==> config.mk <==
export PLATFORM = sky130hd
export DESIGN_NAME = key_cmd_sched
export DESIGN_NICKNAME = d
export VERILOG_FILES = /design/src/rtl/key_cmd_pkg.sv /design/src/rtl/key_event_gen.sv /design/src/rtl/key_cmd_sched.sv
export SDC_FILE = /design/constraint.sdc
export NUM_CORES = 1
export LEC_CHECK = 0
export ABC_AREA = 1
export CAP_MARGIN = 20
export CORE_MARGIN = 5
export CORE_UTILIZATION = 52
export CTS_CLUSTER_SIZE = 25
export DETAILED_ROUTE_END_ITERATION = 10
export PLACE_DENSITY_LB_ADDON = 0.15
export SYNTH_ARGS = -nofsm -noshare
export SYNTH_HDL_FRONTEND = slang
export SYNTH_SLANG_ARGS = --single-unit
==> constraint.sdc <==
create_clock -name clock -period 2.9 [get_ports clock]
set_input_delay 0.87 -clock clock [delete_from_list [all_inputs] [get_ports clock]]
set_output_delay 0.87 -clock clock [all_outputs]
set_load 0.005 [all_outputs]
==> src/rtl/key_cmd_pkg.sv <==
// key_cmd_pkg
//   Shared constants for the key command scheduler: fixed key functions,
//   configuration register addresses and the scheduler FSM encoding.
//   Imported by key_event_gen and key_cmd_sched.
package key_cmd_pkg;

  // Fixed function of each key input bit.
  localparam int KEY_VUP  = 0;
  localparam int KEY_VDN  = 1;
  localparam int KEY_MODE = 2;
  localparam int KEY_MUTE = 3;

  // Datapath configuration register addresses.
  localparam logic [1:0] ADDR_VOL  = 2'd0;
  localparam logic [1:0] ADDR_MODE = 2'd1;
  localparam logic [1:0] ADDR_MUTE = 2'd2;

  // Scheduler FSM: grant in IDLE, apply in UPDATE, handshake in WAIT.
  typedef enum logic [1:0] {
    S_IDLE   = 2'd0,
    S_UPDATE = 2'd1,
    S_WAIT   = 2'd2
  } sched_state_e;

  // True for keys that auto-repeat while held (volume keys only).
  function automatic bit key_repeats(input int key);
    return (key == KEY_VUP) || (key == KEY_VDN);
  endfunction

endpackage

==> src/rtl/key_event_gen.sv <==
// key_event_gen
//   Per-key event source: 2-flop synchronizer for the asynchronous
//   active-low key level, one extra register for falling-edge detection,
//   and an optional hold/auto-repeat counter.
// Ports:
//   clock  in   system clock
//   reset  in   asynchronous active-high reset
//   key_n  in   debounced key level, 0 = pressed
//   pulse  out  1-cycle event: press edge or auto-repeat tick
module key_event_gen
  import key_cmd_pkg::*;
#(
  parameter int HOLD_CYCLES   = 24000,
  parameter int REPEAT_CYCLES = 4800,
  parameter bit REPEAT_EN     = 1'b1
) (
  input  logic clock,
  input  logic reset,
  input  logic key_n,
  output logic pulse
);

  localparam int CNT_W = (HOLD_CYCLES > 2) ? $clog2(HOLD_CYCLES) : 1;
  localparam logic [CNT_W-1:0] HOLD_LAST   = CNT_W'(HOLD_CYCLES - 1);
  localparam logic [CNT_W-1:0] HOLD_RELOAD = CNT_W'(HOLD_CYCLES - REPEAT_CYCLES);

  logic             sync1;
  logic             sync2;
  logic             prev;
  logic [CNT_W-1:0] hold_cnt;
  logic             pressed;
  logic             press;
  logic             rep_hit;

  assign pressed = ~sync2;
  assign press   = prev & ~sync2;
  // Reloading to HOLD-REPEAT makes every later tick exactly REPEAT_CYCLES
  // apart while sharing the single comparator against HOLD_CYCLES-1.
  assign rep_hit = REPEAT_EN && pressed && (hold_cnt == HOLD_LAST);
  assign pulse   = press | rep_hit;

  always_ff @(posedge clock or posedge reset) begin
    if (reset) begin
      sync1    <= 1'b1;
      sync2    <= 1'b1;
      prev     <= 1'b1;
      hold_cnt <= '0;
    end else begin
      sync1 <= key_n;
      sync2 <= sync1;
      prev  <= sync2;
      if (!REPEAT_EN || !pressed) begin
        hold_cnt <= '0;
      end else if (rep_hit) begin
        hold_cnt <= HOLD_RELOAD;
      end else begin
        hold_cnt <= hold_cnt + 1'b1;
      end
    end
  end

endmodule

==> src/rtl/key_cmd_sched.sv <==
// key_cmd_sched
//   Turns debounced key presses (plus auto-repeat on the volume keys) into
//   volume/mode/mute updates and pushes each update to the audio datapath.
// Ports:
//   clock      in   system clock, all state on posedge
//   reset      in   asynchronous active-high reset
//   key_n      in   NKEYS debounced key levels, 0 = pressed (async)
//   cfg_req    out  configuration request
//   cfg_ack    in   datapath accept
//   cfg_addr   out  0 = volume, 1 = mode, 2 = mute
//   cfg_data   out  new value, zero-extended
//   volume     out  current volume
//   mode       out  current effect mode
//   mute       out  current mute
//   busy       out  FSM not in IDLE
//   err        out  sticky ack-timeout flag
//   fsm_state  out  current scheduler state (observability)
//
// Handshake: cfg_req rises with cfg_addr/cfg_data already valid and all
// three stay stable until cfg_ack is sampled high on a clock edge (or the
// ack timeout expires); cfg_req drops on that same edge. cfg_ack is only
// looked at while a request is outstanding.
module key_cmd_sched
  import key_cmd_pkg::*;
#(
  parameter int NKEYS         = 4,
  parameter int VOL_W         = 5,
  parameter int VOL_MAX       = 31,
  parameter int VOL_RST       = 16,
  parameter int NMODES        = 4,
  parameter int HOLD_CYCLES   = 24000,
  parameter int REPEAT_CYCLES = 4800,
  parameter int ACK_TIMEOUT   = 1023,
  // Derived from NMODES; not meant to be overridden.
  parameter int MODE_W        = (NMODES > 1) ? $clog2(NMODES) : 1
) (
  input  logic               clock,
  input  logic               reset,
  input  logic [NKEYS-1:0]   key_n,
  output logic               cfg_req,
  input  logic               cfg_ack,
  output logic [1:0]         cfg_addr,
  output logic [7:0]         cfg_data,
  output logic [VOL_W-1:0]   volume,
  output logic [MODE_W-1:0]  mode,
  output logic               mute,
  output logic               busy,
  output logic               err,
  output sched_state_e       fsm_state
);

  localparam int IDX_W = (NKEYS > 1) ? $clog2(NKEYS) : 1;
  localparam int TO_W  = $clog2(ACK_TIMEOUT + 1);
  localparam logic [TO_W-1:0]   TO_LAST   = TO_W'(ACK_TIMEOUT - 1);
  localparam logic [IDX_W-1:0]  IDX_LAST  = IDX_W'(NKEYS - 1);
  localparam logic [VOL_W-1:0]  VOL_TOP   = VOL_W'(VOL_MAX);
  localparam logic [MODE_W-1:0] MODE_LAST = MODE_W'(NMODES - 1);

  sched_state_e      state;
  sched_state_e      state_n;
  logic [NKEYS-1:0]  key_evt;
  logic [NKEYS-1:0]  pending;
  logic [NKEYS-1:0]  take_mask;
  logic [IDX_W-1:0]  ptr;
  logic [IDX_W-1:0]  grant;
  logic [IDX_W-1:0]  grant_c;
  logic [IDX_W-1:0]  grant_inc;
  logic              any_pending;
  logic              take;
  logic              finish;
  logic              timeout;
  logic [TO_W-1:0]   wait_cnt;
  logic [VOL_W-1:0]  vol_up;
  logic [VOL_W-1:0]  vol_dn;
  logic [MODE_W-1:0] mode_nx;

  // ---------------------------------------------------------------------
  // Per-key event generation
  // ---------------------------------------------------------------------
  for (genvar i = 0; i < NKEYS; i++) begin : g_key
    key_event_gen #(
      .HOLD_CYCLES  (HOLD_CYCLES),
      .REPEAT_CYCLES(REPEAT_CYCLES),
      .REPEAT_EN    (key_repeats(i))
    ) u_evt (
      .clock(clock),
      .reset(reset),
      .key_n(key_n[i]),
      .pulse(key_evt[i])
    );
  end

  // ---------------------------------------------------------------------
  // Round-robin pick: first pending key at or after ptr, wrapping.
  // ---------------------------------------------------------------------
  always_comb begin
    int               j;
    logic [IDX_W-1:0] idx;
    j           = 0;
    idx         = '0;
    grant_c     = ptr;
    any_pending = 1'b0;
    for (int i = 0; i < NKEYS; i++) begin
      j = int'(ptr) + i;
      if (j >= NKEYS) j = j - NKEYS;
      idx = IDX_W'(j);
      if (!any_pending && pending[idx]) begin
        any_pending = 1'b1;
        grant_c     = idx;
      end
    end
  end

  always_comb begin
    take_mask = '0;
    if (take) take_mask[grant_c] = 1'b1;
  end

  assign grant_inc = (grant == IDX_LAST) ? '0 : grant + 1'b1;

  // Saturating / wrapping next values of the controlled state.
  assign vol_up  = (volume >= VOL_TOP) ? VOL_TOP : volume + 1'b1;
  assign vol_dn  = (volume == '0) ? '0 : volume - 1'b1;
  assign mode_nx = (mode == MODE_LAST) ? '0 : mode + 1'b1;

  // ---------------------------------------------------------------------
  // FSM: state register + next-state logic
  // ---------------------------------------------------------------------
  always_ff @(posedge clock or posedge reset) begin
    if (reset) state <= S_IDLE;
    else       state <= state_n;
  end

  always_comb begin
    state_n = state;
    take    = 1'b0;
    finish  = 1'b0;
    timeout = 1'b0;
    case (state)
      S_IDLE: begin
        if (any_pending) begin
          take    = 1'b1;
          state_n = S_UPDATE;
        end
      end
      S_UPDATE: state_n = S_WAIT;
      S_WAIT: begin
        if (cfg_ack) begin
          finish  = 1'b1;
          state_n = S_IDLE;
        end else if (wait_cnt == TO_LAST) begin
          finish  = 1'b1;
          timeout = 1'b1;
          state_n = S_IDLE;
        end
      end
      default: state_n = S_IDLE;
    endcase
  end

  assign busy      = (state != S_IDLE);
  assign fsm_state = state;

  // ---------------------------------------------------------------------
  // Pending bits, command application and request outputs
  // ---------------------------------------------------------------------
  always_ff @(posedge clock or posedge reset) begin
    if (reset) begin
      pending  <= '0;
      ptr      <= '0;
      grant    <= '0;
      wait_cnt <= '0;
      volume   <= VOL_W'(VOL_RST);
      mode     <= '0;
      mute     <= 1'b0;
      cfg_req  <= 1'b0;
      cfg_addr <= '0;
      cfg_data <= '0;
      err      <= 1'b0;
    end else begin
      // New events OR in after the grant clear, so a same-cycle event on
      // the granted key stays pending instead of being lost.
      pending <= (pending & ~take_mask) | key_evt;

      if (take) grant <= grant_c;

      if (state == S_UPDATE) begin
        cfg_req  <= 1'b1;
        wait_cnt <= '0;
        case (int'(grant))
          KEY_VUP: begin
            volume   <= vol_up;
            cfg_addr <= ADDR_VOL;
            cfg_data <= 8'(vol_up);
          end
          KEY_VDN: begin
            volume   <= vol_dn;
            cfg_addr <= ADDR_VOL;
            cfg_data <= 8'(vol_dn);
          end
          KEY_MODE: begin
            mode     <= mode_nx;
            cfg_addr <= ADDR_MODE;
            cfg_data <= 8'(mode_nx);
          end
          KEY_MUTE: begin
            mute     <= ~mute;
            cfg_addr <= ADDR_MUTE;
            cfg_data <= {7'd0, ~mute};
          end
          default: begin
            // Keys without a function re-send the current volume.
            cfg_addr <= ADDR_VOL;
            cfg_data <= 8'(volume);
          end
        endcase
      end

      if (state == S_WAIT) begin
        if (finish) begin
          cfg_req <= 1'b0;
          ptr     <= grant_inc;
        end else begin
          wait_cnt <= wait_cnt + 1'b1;
        end
        // The state change already applied is kept on timeout.
        if (timeout) err <= 1'b1;
      end
    end
  end

endmodule

==> impl_metrics.yaml, run 1 <==
power_and_ir_drop:
  power.share.switching_pct: 39.47
  total_power_mw: 4.451
  seqPwrFrac_pct: 34.2
  p_int_mw: 2.694
  irDropWorstVdd_v: 0.0003880
  clock_power_share_pct: 23.8
  leakage_nw: 2.420
  combPwrFrac_pct: 42.0
  p_per_area_nw_per_um2: 915.5
  switchingPower_mw: 1.757
route:
  vias: 3443
  wl_met1_um: 3992
  dr_wl_met2_um: 4070
  top_layer: "met4"
  vias_per_cell: 5.177
  drtIter0Drc: 104
  dr.pass1.iters: 4
  drcViolationCount: 0
  ant_nets: 0
  drt-wirelength-per-cell_um: 12.95
  drt-total-wl_um: 8612
  wl_met3_um: 417
timing:
  layout_min_cycle_time_ns: 2.455
  tns_ns: 0
  rsz0062_at_grt: "no"
  setup_viol: 0
  fmax_mhz: 407.4
  final_max_slew_viol_count: 0
  skew_ns: 0.01351
  slew_headroom_pct: 59.12
  worst_slack_ns: 0.4451
  hold_violations: 0
  worst_pin_slew_ns: 0.6125
  finalCritPeriodShare_pct: 84.65
  holdWs_ns: 0.3568
floorplan:
  dieArea_um2: 9959
  core_area_um2: 7807
  die_h_um: 99.80
  initial_core_util_pct: 53.70
  die_x_um: 99.80
  num_rows: 32
  pin_count: 30
final_layout:
  finalInstanceArea_um2: 4862
  antennaDiodeCount: 0
  mostFrequentLayoutCells: "nand2_1, inv_1, dfrtp_1"
  fillers: 699
  final_common_cell: "nand2_1"
  nets: 578
  area_growth_pct: 15.97
  drive_gt1_share_pct: 11.72
clock_network:
  cts_buffers: 9
  postCtsSetupBuffers: 0
  clk_path_buf_depth: 2
  clkLatencyLatePin_ns: 0.35
  cts_root_buf: "clkbuf_8"
  path_clk_slew_ns: 0.08
  cts_hold_buf: 0
  cts_max_level: 3
  tritoncts: "built"
  post_cts_resized: 0
  cts.sinks: 79
setup_path:
  startpoint_type: "flop"
  cp_slowest_cell: "clkdlybuf4s50_1"
  reg2reg_slack_ns: 0.92
  path_cells: "nor2_1 -> inv_1 -> clkdlybuf4s50_1"
  cp.required_ns: 2.03
  worstSetupPathType: "flop to output port"
  cp_data_arrival_time_ns: 1.58
  critPathCaptureType: "output port"
  cpPeakStageDelay_ns: 0.45
  cp_max_fo: 4
grt:
  grt_pass1_wl_um: 15260
  grtUsageTotal_pct: 18.86
  grt_pass1_vias: 3449
  antenna_found_initial: 0
  overflow: 0
  grt_max_degree: 35
yosys:
  synthFlopType: "dfrtp_1"
  synth_top_area_share_pct: 39.39
  synth_edf_count: 0
  netlist_area_um2: 4193
  synth-seq-cells: 79
  syn-instance-count: 519
  ys_seq_area_share_pct: 47.54
  synth_area_leader_cell: "dfrtp_1"
  yosys_warnings: 0
  synthTopCellsByArea: "dfrtp_1, nand2_1, dfstp_2"
  async_flop_share_pct: 100.0
  synth_cell_types: 43
  syn_avg_cell_area_um2: 8.079
outcome:
  run_status: "completed"
placement:
  globalplace.congestion: 0.9333
  placed_area_um2: 4602
  place_ws_ns: 0.5588
  io_buffers: 26
  dp_hpwl_um: 6459
run:
  max-cap-violations: 0
hold_path:
  hold_class: "flop to flop"
[final cells by class]
cell class | instances | area [um^2] | area share [%]
clock buffer | 11 | 131.4 | 2.702
sequential | 79 | 1993 | 40.99
clock inverter | 5 | 128.9 | 2.651
tap | 102 | 127.6 | 2.625
timing repair buffer | 32 | 317.8 | 6.536
multi-input combinational | 358 | 1869 | 38.45
inverter | 78 | 294.0 | 6.047
[power by group through the flow]
| stage | sequential (mW) | combinational (mW) | clock, mW |
|---|---|---|---|
| 2_1_floorplan | 1.49 | 1.30 | 0 |
| 3_3_place_gp | 1.53 | 1.81 | 0 |
| 3_5_place_dp | 1.54 | 1.87 | 0 |
| 4_1_cts | 1.52 | 1.88 | 1.09 |
| 5_1_grt | 1.56 | 2.11 | 1.13 |
| 6_report | 1.52 | 1.87 | 1.06 |
[through the flow]
stage / cells / utilization (%)
final: 665 / 62.28
after global routing: 665 / 62.28
after global placement: 649 / 58.94
after CTS: 665 / 62.28
after floorplan: 521 / -
after detailed placement: 649 / 58.94
[cell usage after synthesis, drive strengths merged, types with 2 or more instances]
cell type / count
ha: 13
a31oi: 4
inv: 77
dfstp: 13
xnor2: 6
buf: 5
nor3: 11
dfrtp: 66
nor4: 3
o22ai: 2
o21bai: 3
nand4: 14
o21ai: 25
o221ai: 2
nor2: 37
xor2: 3
or2: 9
nand3: 35
nor3b: 4
nand2: 151
nand3b: 3
a21oi: 24
[sequential cells by signal, summed over array words and instances, names as in the netlist, 2 cells and up]
signal,flops
fsm_state,2
ptr,2
g_key.u_evt.prev,4
g_key.u_evt.sync1,4
wait_cnt,10
g_key.u_evt.hold_cnt,30
volume,5
pending,4
mode,2
grant,2
g_key.u_evt.sync2,4
cfg_data,5
cfg_addr,2
[cell families (layout without fill, tap and decap cells)]
family	Yosys count	in the layout	synth area share (%)
and+or+nand+nor	268	268	29.66
buffers and inverters	84	126	8.057
DFF	79	79	47.54
AOI/OAI and AO/OA	65	65	8.893
adders and majority gates	13	13	3.880
xor gates and xnor gates	9	9	1.880
other	1	3	0.08944
[worst paths after layout]
path | to | depth (start not counted) | startpoint
min in group asynchronous | ptr[1]$_DFFE_PP0P_ | 2 | reset
worst max-delay path | busy | 3 | fsm_state[1]$_DFFE_PP0P_
max in group asynchronous | g_key[1].u_evt.sync2$_DFF_PP1_ | 3 | reset
worst min-delay path | g_key[0].u_evt.sync2$_DFF_PP1_ | 0 | g_key[0].u_evt.sync1$_DFF_PP1_
worst max register to register | pending[1]$_DFF_PP0_ | 11 | ptr[0]$_DFFE_PP0P_
worst min register to register | g_key[0].u_evt.sync2$_DFF_PP1_ | 0 | g_key[0].u_evt.sync1$_DFF_PP1_
[critical path: cells and delay by family (launching register included)]
kind / cells / cell delay (ns)
buf+inv: 2 / 0.53
flops: 1 / 0.41
simple gates: 1 / 0.29
[per-layer routing]
layer	track usage (%)	vias up
li1	-	1738
met1	24.74	1628
met2	31.20	64
met3	3.753	13
met4	6.618	0
met5	0	-
No activity file was read; power rests on OpenSTA's default activity.
==> run 2: changes to the inputs <==
==> constraint.sdc (replaced) <==
create_clock -name clock -period 2.35 [get_ports clock]
set_input_delay 0.705 -clock clock [delete_from_list [all_inputs] [get_ports clock]]
set_output_delay 0.705 -clock clock [all_outputs]
set_load 0.005 [all_outputs]
==> run 2 against run 1 <==
  * Global-route usage fell by 0.86 points
  * Combinational power rose by 21%
  * Clock skew fell by 0.0024 ns
  * Worst hold slack improved by 0.0019 ns
  * Wire length fell by 3.4%
  * First-iteration DRC count rose by 37%
  * Setup slack got worse by 0.36 ns
  * Highest routed layer unchanged
==> impl_metrics.yaml, run 2 (same netlist as run 1, synthesis figures left out) <==
route:
  ant_nets: 0
  drt-wirelength-per-cell_um: 12.53
  drt-total-wl_um: 8319
  drtIter0Drc: 142
  dr.pass1.iters: 5
  vias: 3502
  drcViolationCount: 0
  vias_per_cell: 5.274
final_layout:
  antennaDiodeCount: 0
  final_common_cell: "nand2_1"
  largest-register: "g_key.u_evt.hold_cnt"
  largest_registers: "g_key.u_evt.hold_cnt x30, wait_cnt x10"
  final-seq-area_um2: 1993
  largest_reg_flops: 30
  fillers: 689
  nets: 577
  drive_gt1_share_pct: 11.92
  utilization_pct: 62.15
  mostFrequentLayoutCells: "nand2_1, inv_1, dfrtp_1"
  multiInputGateArea_um2: 1869
  area_growth_pct: 15.73
floorplan:
  core_area_um2: 7807
  num_rows: 32
  die_h_um: 99.80
  pin_count: 30
  die_x_um: 99.80
  dieArea_um2: 9959
  initial_core_util_pct: 53.70
clock_network:
  cts_root_buf: "clkbuf_8"
  postCtsSetupBuffers: 0
  clkLatencyLatePin_ns: 0.36
  clk_path_buf_depth: 2
  cts.sinks: 79
  cts_max_level: 3
  tritoncts: "built"
  cts_hold_buf: 0
  post_cts_resized: 0
  cts_buffers: 9
  path_clk_slew_ns: 0.08
placement:
  globalplace.congestion: 0.9628
  dp_hpwl_um: 6209
  io_buffers: 26
timing:
  fmax_mhz: 440.6
  tns_ns: 0
  slew_headroom_pct: 63.30
  finalCritPeriodShare_pct: 96.58
  final_max_slew_viol_count: 0
  skew_ns: 0.01109
  setup_viol: 0
  worst_pin_slew_ns: 0.5493
  hold_violations: 0
  rsz0062_at_grt: "no"
  layout_min_cycle_time_ns: 2.270
setup_path:
  reg2reg_from: "ptr[0]$_DFFE_PP0P_"
  startpoint_type: "flop"
  critPathCaptureType: "output port"
  worstSetupPathType: "flop to output port"
  crit_start: "fsm_state[1]$_DFFE_PP0P_"
  cp_data_arrival_time_ns: 1.56
  cp.required_ns: 1.64
  cp_max_fo: 4
outcome:
  run_status: "completed"
grt:
  grtUsageTotal_pct: 18.00
  grt_pass1_wl_um: 14500
  grt_max_degree: 23
  grt_pass1_vias: 3270
  antenna_found_initial: 0
  overflow: 0
hold_path:
  holdCritStartpoint: "g_key[2].u_evt.sync1$_DFF_PP1_"
  hold_class: "flop to flop"
run:
  max-cap-violations: 0
power_and_ir_drop:
  irDropWorstVdd_v: 0.0004118
  p_per_area_nw_per_um2: 1091
  leakage_nw: 2.401
-- run 2: critical path, stage by stage, from the launching register on --
cell,delay (ns)
dfrtp_1,0.44
nor2_1,0.26
inv_1,0.07
clkdlybuf4s50_1,0.45
-- run 2: per-stage QoR --
step / hold WS, ns / cells / cell area (um^2) / worst slack, ns / total power [mW]
after global routing: 0.3626 / 664 / 4852 / 0.009527 / 5.727
after CTS: 0.3592 / 664 / 4852 / 0.05267 / 5.341
after global placement: 0.3454 / 648 / 4622 / 0.2702 / 4.124
after detailed placement: 0.3468 / 648 / 4622 / 0.1853 / 4.173
final: 0.3587 / 664 / 4852 / 0.08043 / 5.292
after floorplan: 0.3452 / 521 / 4204 / 0.6978 / 3.441
-- run 2: power by group --
| part | leakage (nW) | switching (mW) | internal, mW |
|---|---|---|---|
| combinational | 1.29 | 1.38 | 0.894 |
| clock | 0.109 | 0.516 | 0.632 |
| sequential | 1.00 | 0.259 | 1.62 |
| total | 2.40 | 2.15 | 3.14 |
-- run 2: per-layer routing --
layer | GRT usage (%) | routed length (um)
met1 | 24.60 | 3834
met2 | 27.86 | 3796
met3 | 4.100 | 530
met4 | 7.143 | 158
met5 | 0 | 0
-- run 2: area by class of cell --
type	count	area share, %
Sequential cell	79	41.08
Inverter	78	6.111
Timing Repair Buffer	31	6.911
Clock buffer	10	2.837
Multi-Input combinational cell	358	38.52
Tap cell	102	2.630
Clock inverter	6	1.908
-- run 2: final timing paths --
check | endpoint | slack [ns] | cells after the start
worst min register to register | g_key[2].u_evt.sync2$_DFF_PP1_ | 0.36 | 0
min in group asynchronous | g_key[1].u_evt.hold_cnt[7]$_DFF_PP0_ | 0.74 | 2
max in group asynchronous | g_key[3].u_evt.sync2$_DFF_PP1_ | 1.05 | 3
worst max register to register | pending[1]$_DFF_PP0_ | 0.41 | 11
worst max-delay path | busy | 0.08 | 3
worst min-delay path | g_key[2].u_evt.sync2$_DFF_PP1_ | 0.36 | 0
==> run 3: changes to the inputs <==
--- a/config.mk
+++ b/config.mk
@@ -12,6 +12,7 @@
 export CTS_CLUSTER_SIZE = 25
 export DETAILED_ROUTE_END_ITERATION = 10
 export PLACE_DENSITY_LB_ADDON = 0.15
+export SLEW_MARGIN = 20
 export SYNTH_ARGS = -nofsm -noshare
 export SYNTH_HDL_FRONTEND = slang
 export SYNTH_SLANG_ARGS = --single-unit
==> results of run 3 <==
Final layout, timing and power as in run 2 (identical DEF).
